**src/rtl/pipe_float2fixedpoint.sv**
```systemverilog
// pipe_float2fixedpoint: three-stage IEEE-754 single-precision to WOI.WOF
// two's-complement fixed-point converter with valid/ready handshaking.
//   S1 decodes the float and works out how far to shift the significand.
//   S2 aligns the significand to the output grid and rounds the magnitude.
//   S3 applies the sign and resolves overflow (saturate or wrap).
module pipe_float2fixedpoint #(
    parameter int WOI   = 8,   // integer bits including sign, 2..32
    parameter int WOF   = 8,   // fraction bits, 0..32
    parameter int ROOF  = 1,   // 1: saturate on overflow, 0: wrap
    parameter int ROUND = 1    // 1: round half away from zero, 0: truncate
) (
    input  logic                   clk,
    input  logic                   rst,
    input  logic                   i_valid,
    output logic                   i_ready,
    input  logic [31:0]            in,
    output logic                   o_valid,
    input  logic                   o_ready,
    output logic [WOI+WOF-1:0]     out,
    output logic                   upflow,
    output logic                   downflow
);

    localparam int N  = WOI + WOF;  // output word width
    localparam int AW = N + 1;      // aligned magnitude: output LSBs plus one round bit
    localparam int SW = AW + 24;    // 24-bit significand shifted left by at most AW

    // Largest positive magnitude, and largest negative magnitude (which is one more)
    localparam logic [N:0]   LIM_POS = {2'b00, {(N-1){1'b1}}};
    localparam logic [N:0]   LIM_NEG = {2'b01, {(N-1){1'b0}}};
    localparam logic [N-1:0] MAX_OUT = {1'b0, {(N-1){1'b1}}};
    localparam logic [N-1:0] MIN_OUT = {1'b1, {(N-1){1'b0}}};

    typedef enum logic [1:0] {
        CLS_ZERO,      // zero or denormal: flushes to 0
        CLS_NORM,      // ordinary normal number
        CLS_POS_SPEC,  // +Inf or any NaN: forced positive overflow
        CLS_NEG_SPEC   // -Inf: forced negative overflow
    } cls_t;

    // ---------------- pipeline state ----------------
    logic        s1_v_q, s1_sign_q, s1_left_q, s1_big_q;
    cls_t        s1_cls_q;
    logic [23:0] s1_mant_q;
    logic [7:0]  s1_amt_q;

    logic        s2_v_q, s2_sign_q, s2_big_q;
    cls_t        s2_cls_q;
    logic [N:0]  s2_mag_q;

    logic        s3_v_q;

    // ---------------- handshake ----------------
    // A stage may load when it is empty or its contents move on this cycle.
    logic en1, en2, en3;
    assign en3     = !s3_v_q || o_ready;
    assign en2     = !s2_v_q || en3;
    assign en1     = !s1_v_q || en2;
    assign i_ready = en1;
    assign o_valid = s3_v_q;

    // ---------------- S1: decode ----------------
    int          s1_sh;
    cls_t        s1_cls_d;
    logic        s1_left_d, s1_big_d;
    logic [7:0]  s1_amt_d;

    // Classify the input and compute the significand shift onto the round-bit grid
    always_comb begin
        // NOTE: every signal driven here gets a default first, so no path can infer a latch.
        // The 24-bit significand has LSB weight 2^(exp-150); the aligned grid has
        // LSB weight 2^-(WOF+1). Positive shift = left, negative = right.
        s1_sh     = int'(in[30:23]) - 149 + WOF;
        // Leading one lands at bit 23+shift; at or above AW the magnitude is >= 2^WOI.
        s1_big_d  = (s1_sh + 23) >= AW;
        s1_left_d = 1'b0;
        s1_amt_d  = '0;
        if (s1_sh >= 0) begin
            // Beyond AW every significand bit falls off the kept window anyway
            s1_left_d = 1'b1;
            s1_amt_d  = 8'((s1_sh > AW) ? AW : s1_sh);
        end else begin
            // Beyond 24 the whole significand is shifted out
            s1_amt_d  = 8'((-s1_sh > 24) ? 24 : -s1_sh);
        end

        s1_cls_d = CLS_NORM;
        if (in[30:23] == 8'd0) begin
            s1_cls_d = CLS_ZERO;
        end else if (in[30:23] == 8'hFF) begin
            s1_cls_d = (!in[31] || (in[22:0] != '0)) ? CLS_POS_SPEC : CLS_NEG_SPEC;
        end
    end

    // S1 register: capture the decoded word on an input transfer
    always_ff @(posedge clk) begin
        // NOTE: state updates use non-blocking assignments so every stage samples pre-edge values.
        if (rst) begin
            s1_v_q    <= 1'b0;
            s1_sign_q <= 1'b0;
            s1_left_q <= 1'b0;
            s1_big_q  <= 1'b0;
            s1_cls_q  <= CLS_ZERO;
            s1_mant_q <= '0;
            s1_amt_q  <= '0;
        end else if (en1) begin
            s1_v_q    <= i_valid;
            s1_sign_q <= in[31];
            s1_left_q <= s1_left_d;
            s1_big_q  <= s1_big_d;
            s1_cls_q  <= s1_cls_d;
            s1_mant_q <= {1'b1, in[22:0]};
            s1_amt_q  <= s1_amt_d;
        end
    end

    // ---------------- S2: align and round ----------------
    logic [SW-1:0] s2_wide;
    logic [AW-1:0] s2_aligned;
    logic [N:0]    s2_mag_d;
    logic          s2_big_d;

    // Shift the significand onto the grid, then round away the extra LSB
    always_comb begin
        s2_wide    = {{AW{1'b0}}, s1_mant_q};
        s2_aligned = AW'(s1_left_q ? (s2_wide << s1_amt_q) : (s2_wide >> s1_amt_q));
        // One spare MSB catches the carry out of rounding
        s2_mag_d   = {1'b0, s2_aligned[AW-1:1]};
        if (ROUND != 0) begin
            s2_mag_d = s2_mag_d + {{N{1'b0}}, s2_aligned[0]};
        end
        s2_big_d   = s1_big_q;
        if (s1_cls_q != CLS_NORM) begin
            s2_mag_d = '0;
            s2_big_d = 1'b0;
        end
    end

    // S2 register: hold the rounded magnitude
    always_ff @(posedge clk) begin
        if (rst) begin
            s2_v_q    <= 1'b0;
            s2_sign_q <= 1'b0;
            s2_big_q  <= 1'b0;
            s2_cls_q  <= CLS_ZERO;
            s2_mag_q  <= '0;
        end else if (en2) begin
            s2_v_q    <= s1_v_q;
            s2_sign_q <= s1_sign_q;
            s2_big_q  <= s2_big_d;
            s2_cls_q  <= s1_cls_q;
            s2_mag_q  <= s2_mag_d;
        end
    end

    // ---------------- S3: sign and overflow ----------------
    logic [N-1:0] s3_low, s3_wrap, s3_out_d;
    logic         s3_pos_ovf, s3_neg_ovf, s3_up_d, s3_dn_d;

    // Negate after rounding; saturate or keep the low bits on overflow
    always_comb begin
        s3_low     = s2_mag_q[N-1:0];
        s3_wrap    = s2_sign_q ? (~s3_low + N'(1)) : s3_low;
        s3_pos_ovf = !s2_sign_q && (s2_big_q || (s2_mag_q > LIM_POS));
        s3_neg_ovf =  s2_sign_q && (s2_big_q || (s2_mag_q > LIM_NEG));
        s3_out_d   = s3_wrap;
        s3_up_d    = 1'b0;
        s3_dn_d    = 1'b0;
        case (s2_cls_q)
            CLS_ZERO: s3_out_d = '0;
            // Inf/NaN have no meaningful low bits, so they always clamp
            CLS_POS_SPEC: begin
                s3_out_d = MAX_OUT;
                s3_up_d  = 1'b1;
            end
            CLS_NEG_SPEC: begin
                s3_out_d = MIN_OUT;
                s3_dn_d  = 1'b1;
            end
            default: begin
                s3_up_d = s3_pos_ovf;
                s3_dn_d = s3_neg_ovf;
                if (ROOF != 0 && s3_pos_ovf) begin
                    s3_out_d = MAX_OUT;
                end else if (ROOF != 0 && s3_neg_ovf) begin
                    s3_out_d = MIN_OUT;
                end
            end
        endcase
    end

    // S3 register: output word, held stable while downstream stalls
    always_ff @(posedge clk) begin
        if (rst) begin
            s3_v_q   <= 1'b0;
            out      <= '0;
            upflow   <= 1'b0;
            downflow <= 1'b0;
        end else if (en3) begin
            s3_v_q   <= s2_v_q;
            out      <= s3_out_d;
            upflow   <= s3_up_d;
            downflow <= s3_dn_d;
        end
    end

endmodule

```
**config.mk**
```make
export PLATFORM = sky130hd
export DESIGN_NAME = pipe_float2fixedpoint
export DESIGN_NICKNAME = d
export VERILOG_FILES = /design/src/rtl/pipe_float2fixedpoint.sv
export SDC_FILE = /design/constraint.sdc
export NUM_CORES = 1
export LEC_CHECK = 0
export ABC_AREA = 1
export CAP_MARGIN = 10
export CORE_ASPECT_RATIO = 1.2
export CORE_MARGIN = 10
export CORE_UTILIZATION = 60
export CTS_CLUSTER_DIAMETER = 60
export DETAILED_ROUTE_END_ITERATION = 6
export DONT_BUFFER_PORTS = 1
export PLACE_DENSITY = 0.76
export SLEW_MARGIN = 20
export SYNTH_ARGS = -nofsm -noshare
export SYNTH_HDL_FRONTEND = slang
export SYNTH_SLANG_ARGS = --single-unit
```
**constraint.sdc**
```tcl
create_clock -name clk -period 3.6 [get_ports clk]
set_input_delay 0 -clock clk [delete_from_list [all_inputs] [get_ports clk]]
set_output_delay 0 -clock clk [all_outputs]
set_load 0.02 [all_outputs]
```
### Word-level counts from Yosys, hierarchy flattened

Index checks and enable logic that the tools add are counted.

| operators by class | value |
|---|---|
| reduce and logical (&&, ||, !) cells | 18 |
| eq/ne operators | 4 |
| bitwise operators | 1 |
| shift operators | 2 |
| add/subtract/negate cells | 6 |
| magnitude comparators | 6 |
| multiplexer cells | 16 |

Operator list:

| cell | number |
|---|---|
| $mux 16 | 3 |
| $pmux 16 s3 | 1 |
| $mux 17 | 2 |
| $gt 32x6->1 const B | 1 |
| $neg 10->32 | 1 |
| $mux 8 | 3 |
| $shl 24x8->17 | 1 |
| $shr 24x8->17 | 1 |
| $reduce_bool 23->1 | 1 |
| $add 16x1->17 | 1 |
| $gt 17x15->1 const B | 1 |
| $gt 17x16->1 const B | 1 |
| $add 16x1->16 const B | 1 |
| $not 16->16 | 1 |
| $add 10x6->11 const B | 1 |
| $ge 11x6->1 const B | 1 |
| $add 9x5->10 const B | 1 |
| $ge 10x1->1 const B | 1 |
| $gt 10x6->1 const B | 1 |
| $sub 8x8->9 const B | 1 |
| $eq 8x8->1 const B | 1 |
| $logic_not 8->1 | 1 |
| $logic_or 1x1->1 | 6 |
| $logic_not 1->1 | 5 |
| 8 further kinds | 15 |

| word-level totals | value |
|---|---|
| bits in registers | 79 |
| input port bits | 36 |
| output and inout port bits | 20 |
| logic and storage cells | 69 |

### Depth between registers and ports, before layout

| logic depth | value |
|---|---|
| depth in word-level cells | 6 |
| depth in mapped cells | 25 |
| depth with buffers taken out | 25 |

### Worst setup path after synthesis

No wires, ideal clock.

| path | value |
|---|---|
| path type | reg2reg |
| from | reg s1_amt_q[4] |
| to | reg s2_mag_q[12] |
| arrival | 2.428 ns |
| library setup time | 0.134 ns |
| setup slack | 1.038 ns |
| stages on the path, launching flop included | 15 |
| period minus slack after synthesis | 2.562 ns |
| path buffers | 1 |
| data required time | 3.466 ns |
| path through | dfxtp_1 clkbuf_1 nor2_1 inv_1 o21ai_0 a21boi_0 ha_1 ha_1 nand3_2 nor2_4 nand3_1 nor2_1 nand3b_1 nand2_1 a21oi_1 |

| between the ends | value |
|---|---|
| cells in the longest elaborated chain, start to end | 4 |
| elaborated cells on any way between the ends | 5 |
| classes of those cells | 1 x add/sub; 2 x shift; 2 x mux |

Ends and longest elaborated chain:

| what | RTL line | source |
|---|---|---|
| start: declaration | 45 | `logic [7:0] s1_amt_q;` |
| start signal: assignment | 113 | `s1_amt_q <= s1_amt_d;` |
| $shr 24x8->17 or $shl 24x8->17 (tied branches) | 126 | `s2_aligned = AW'(s1_left_q ? (s2_wide << s1_amt_q) : (s2_wide >> s1_amt_q));` |
| $mux 17 * | 126 |  |
| $add 16x1->17 * | 130 | `s2_mag_d = s2_mag_d + {{N{1'b0}}, s2_aligned[0]};` |
| $mux 17 * | 133 | `if (s1_cls_q != CLS_NORM) begin` |
| end signal: assignment | 152 | `s2_mag_q <= s2_mag_d;` |
| end: declaration | 49 | `logic [N:0] s2_mag_q;` |

Mark *: on every way between the ends. The rest lies on a longest branch, timed or not.
A chain may end at the register's enable or synchronous reset.

### Worst setup path after layout

| path | value |
|---|---|
| from | reg s1_amt_q[6] |
| to | reg s2_mag_q[12] |

Same word-level chain as after synthesis.

==> load_flow_metrics.sql <==
INSERT INTO impl_metrics (metric_group, metric, value, unit) VALUES
('run_status', 'status', 'complete, no violations', ''),
('place', 'gp_routability_congestion', '1.00', ''),
('place', 'placed_cell_area', '7040', 'um^2'),
('critical_path', 'reg_to_reg_start', 's1_amt_q[6]$_SDFFE_PP0P_', ''),
('floorplanning', 'rows', '43', ''),
('timing', 'hold_viol', '0', ''),
('finish', 'nFillCells', '1102', ''),
('timing', 'finalSetupViolations', '0', ''),
('finish', 'post_route_cells_drive_above_1_share', '8.48', '%'),
('critical_path', 'crit_path_frequent_cell', 'sky130_fd_sc_hd__nand3_1', ''),
('route', 'via_per_inst', '5.74', ''),
('global_route', 'global_route.overflow_total', '0', ''),
('critical_path', 'timing.reg2reg.worst_path_depth', '18', ''),
('power_and_ir_drop', 'report.power.total', '3.07', 'mW'),
('yosys', 'post_synth_mux_area_share', '0', '%'),
('worst_hold_path', 'hp-class', 'in2reg', ''),
('place', 'dp_hpwl', '15.3', 'mm'),
('critical_path', 'crit_slowest_cell', 'sky130_fd_sc_hd__dfxtp_1', ''),
('yosys', 'synth.ff_latch_count', '79', ''),
('global_route', 'global_route.usage.total', '24.3', '%'),
('clock_tree', 'cts_made_buffers', '9', ''),
('clock_tree', 'cts_tree', 'built', ''),
('timing', 'fin_crit_sh', '87.2', '%'),
('route', 'drt_drc_violations_left', '0', ''),
('timing', 'maxClockFrequency', '318', 'MHz'),
('global_route', 'antenna_violations_before_repair', '0', ''),
('yosys', 'synth_compound_gate_area_share', '16.7', '%'),
('finish', 'post_route_cell_area', '7670', 'um^2'),
('timing', 'max-slew-margin-rel', '42.6', '%'),
('critical_path', 'cp-start-kind', 'register', ''),
('yosys', 'post_synthesis_adder_cell_area_fraction', '3.95', '%'),
('critical_path', 'timing.setup.critical_path_class', 'reg2reg', ''),
('yosys', 'synth.yosys.seq_area_share', '22.7', '%'),
('yosys', 'synthMostInstantiatedCell', 'sky130_fd_sc_hd__nand2_1', ''),
('job', 'drv_cap', '0', ''),
('floorplanning', 'die-width', '118', 'um'),
('yosys', 'synth_edf_count', '0', ''),
('critical_path', 'critPathBufInv', '1', ''),
('critical_path', 'worstSetupEndpoint', 's2_mag_q[12]$_SDFFE_PP0P_', ''),
('route', 'avgRoutedWirePerCell', '14.9', 'um'),
('timing', 'final.setup.tns', '0', 'ps'),
('yosys', 'postSynthNetCount', '1267', ''),
('floorplanning', 'start_util', '60.9', '%'),
('yosys', 'post_synth_xor_area_fraction', '1.26', '%'),
('yosys', 'post_syn_instances', '1209', ''),
('power_and_ir_drop', 'max-vdd-ir-drop', '390', 'uV'),
('critical_path', 'worstSetupStartpoint', 's1_amt_q[6]$_SDFFE_PP0P_', ''),
('floorplanning', 'design.portCount', '56', ''),
('clock_tree', 'cts.sink_count', '79', ''),
('timing', 'slew_violations', '0', ''),
('yosys', 'yosys-top-cells-count', 'sky130_fd_sc_hd__nand2_1, sky130_fd_sc_hd__nand3_1, sky130_fd_sc_hd__nor2_1, sky130_fd_sc_hd__o21ai_0, sky130_fd_sc_hd__inv_1', ''),
('route', 'dr_total_vias', '7872', ''),
('finish', 'insertedDiodeCount', '0', ''),
('critical_path', 'worst_ep_arrival_time', '3340', 'ps'),
('yosys', 'main_combinational_cell_family_by_area_after_synthesis', 'simple AND/OR/NAND/NOR gates', ''),
('critical_path', 'worstSetupPathDepth', '18', ''),
('global_route', 'grt_max_degree', '48', ''),
('floorplanning', 'fp.dieH', '138', 'um'),
('critical_path', 'critical_path.cell_chain', 'nor2_4 > nand2_1 > nand2_1 > nand3_1 > nand3_1 > nand3_1 > inv_1 > o211ai_1 > a21boi_0 > ha_1 > ha_1 > nand3_2 > nor2_4 > nand3_1 > nor2_1 > nand3b_1 > nand2_1 > a21oi_1', ''),
('floorplanning', 'die_area', '16400', 'um^2'),
('floorplanning', 'core_area', '11500', 'um^2'),
('critical_path', 'crit_required', '3800', 'ps'),
('timing', 'post-route-min-period', '3140', 'ps'),
('critical_path', 'critical_path.reg2reg.endpoint', 's2_mag_q[12]$_SDFFE_PP0P_', ''),
('global_route', 'grt_pass1_wl', '34.4', 'mm'),
('finish', 'multiInputGateArea', '4760', 'um^2'),
('critical_path', 'crit_fanout', '14', ''),
('yosys', 'biggest_area_consumer_among_synthesized_cells', 'sky130_fd_sc_hd__dfxtp_1', ''),
('critical_path', 'cpLargestDelayFamily', 'simple AND/OR/NAND/NOR gates', ''),
('place', 'portBuffers', '0', ''),
('finish', 'ff_latch_area', '1580', 'um^2');
## flip-flops by register name, indices dropped and copies added, names as in the netlist
register and flops:
s1_mant_q 24, downflow 1, s2_sign_q 1, s2_v_q 1, s2_cls_q 2, s1_sign_q 1
s1_big_q 1, upflow 1, o_valid 1, s2_mag_q 17, out 16, s1_left_q 1
s1_cls_q 2, s1_v_q 1, s2_big_q 1, s1_amt_q 8
## worst min path at each step
stage	from	depth (start not counted)	slack [ps]	endpoint
finish	in[25]	4	50	s1_cls_q[1]$_SDFFE_PP0P_
global route	in[25]	4	40	s1_cls_q[1]$_SDFFE_PP0P_
CTS	in[25]	4	30	s1_cls_q[1]$_SDFFE_PP0P_
detailed placement	rst	1	70	s1_amt_q[5]$_SDFFE_PP0P_
global placement	rst	1	70	s1_amt_q[5]$_SDFFE_PP0P_
floorplan	i_valid	1	120	s1_v_q$_SDFFE_PP0P_
## cell usage in the layout, fill, tap and decap left out, types with 12 or more instances in the layout
cell type / Yosys / final
sky130_fd_sc_hd__a21oi_1: 85 / 85
sky130_fd_sc_hd__buf_4: 4 / 17
sky130_fd_sc_hd__dfxtp_1: 79 / 79
sky130_fd_sc_hd__dlygate4sd3_1: 0 / 27
sky130_fd_sc_hd__ha_1: 22 / 22
sky130_fd_sc_hd__inv_1: 89 / 89
sky130_fd_sc_hd__inv_2: 12 / 12
sky130_fd_sc_hd__nand2_1: 334 / 334
sky130_fd_sc_hd__nand2_2: 23 / 23
sky130_fd_sc_hd__nand3_1: 182 / 182
sky130_fd_sc_hd__nand4_1: 15 / 15
sky130_fd_sc_hd__nor2_1: 118 / 118
sky130_fd_sc_hd__o21ai_0: 93 / 93
## cell type report
type | count | area share, %
repair buffers | 45 | 5.25
flip-flops and latches | 79 | 20.6
clock buffers | 10 | 3.12
clock inverters | 6 | 1.31
inverters | 103 | 5.08
multi-input cells | 971 | 62.1
well taps | 157 | 2.56
## layer usage
metal	track usage, %	wire (um)
met1	30.4	8790
met2	41.1	9760
met3	3.71	1210
met4	9.01	664
met5	0	0
## tightest hold or removal path, delay by kind of cell
family,cells,cell delay [ps]
and+or+nand+nor,3,250
AOI/OAI and AO/OA,1,80
## repair_timing
action,4_1_cts,5_1_grt
gates resized for setup,0,1
hold buffers,28,0
endpoints found under the setup margin,0,2
hold endpoints to repair,57,0
## cell families (layout without fill, tap and decap cells)
family                     count (synthesis)  count (layout)
DFF                                       79              79
AOI/OAI and AO/OA                        217             217
adders and majority gates                 22              22
xor gates and xnor gates                  10              10
buffers and inverters                    160             164
and+or+nand+nor                          721             722
## metrics by stage
step	hold WS, ps	utilization [%]	setup WS (ps)	instances
3_3_place_gp	69.2	61.4	544	1326
5_1_grt	40.6	66.9	147	1371
4_1_cts	29.6	66.9	355	1370
2_1_floorplan	124	-	1040	1209
6_report	45.3	66.9	459	1371
3_5_place_dp	73.1	61.4	411	1326
## power by group
group          internal (mW)  total (mW)  switching, mW
Combinational          0.342        1.05          0.709
Sequential             0.929        1.01         0.0780
Clock                  0.639        1.01          0.376
(Power assumes the default switching activity.)
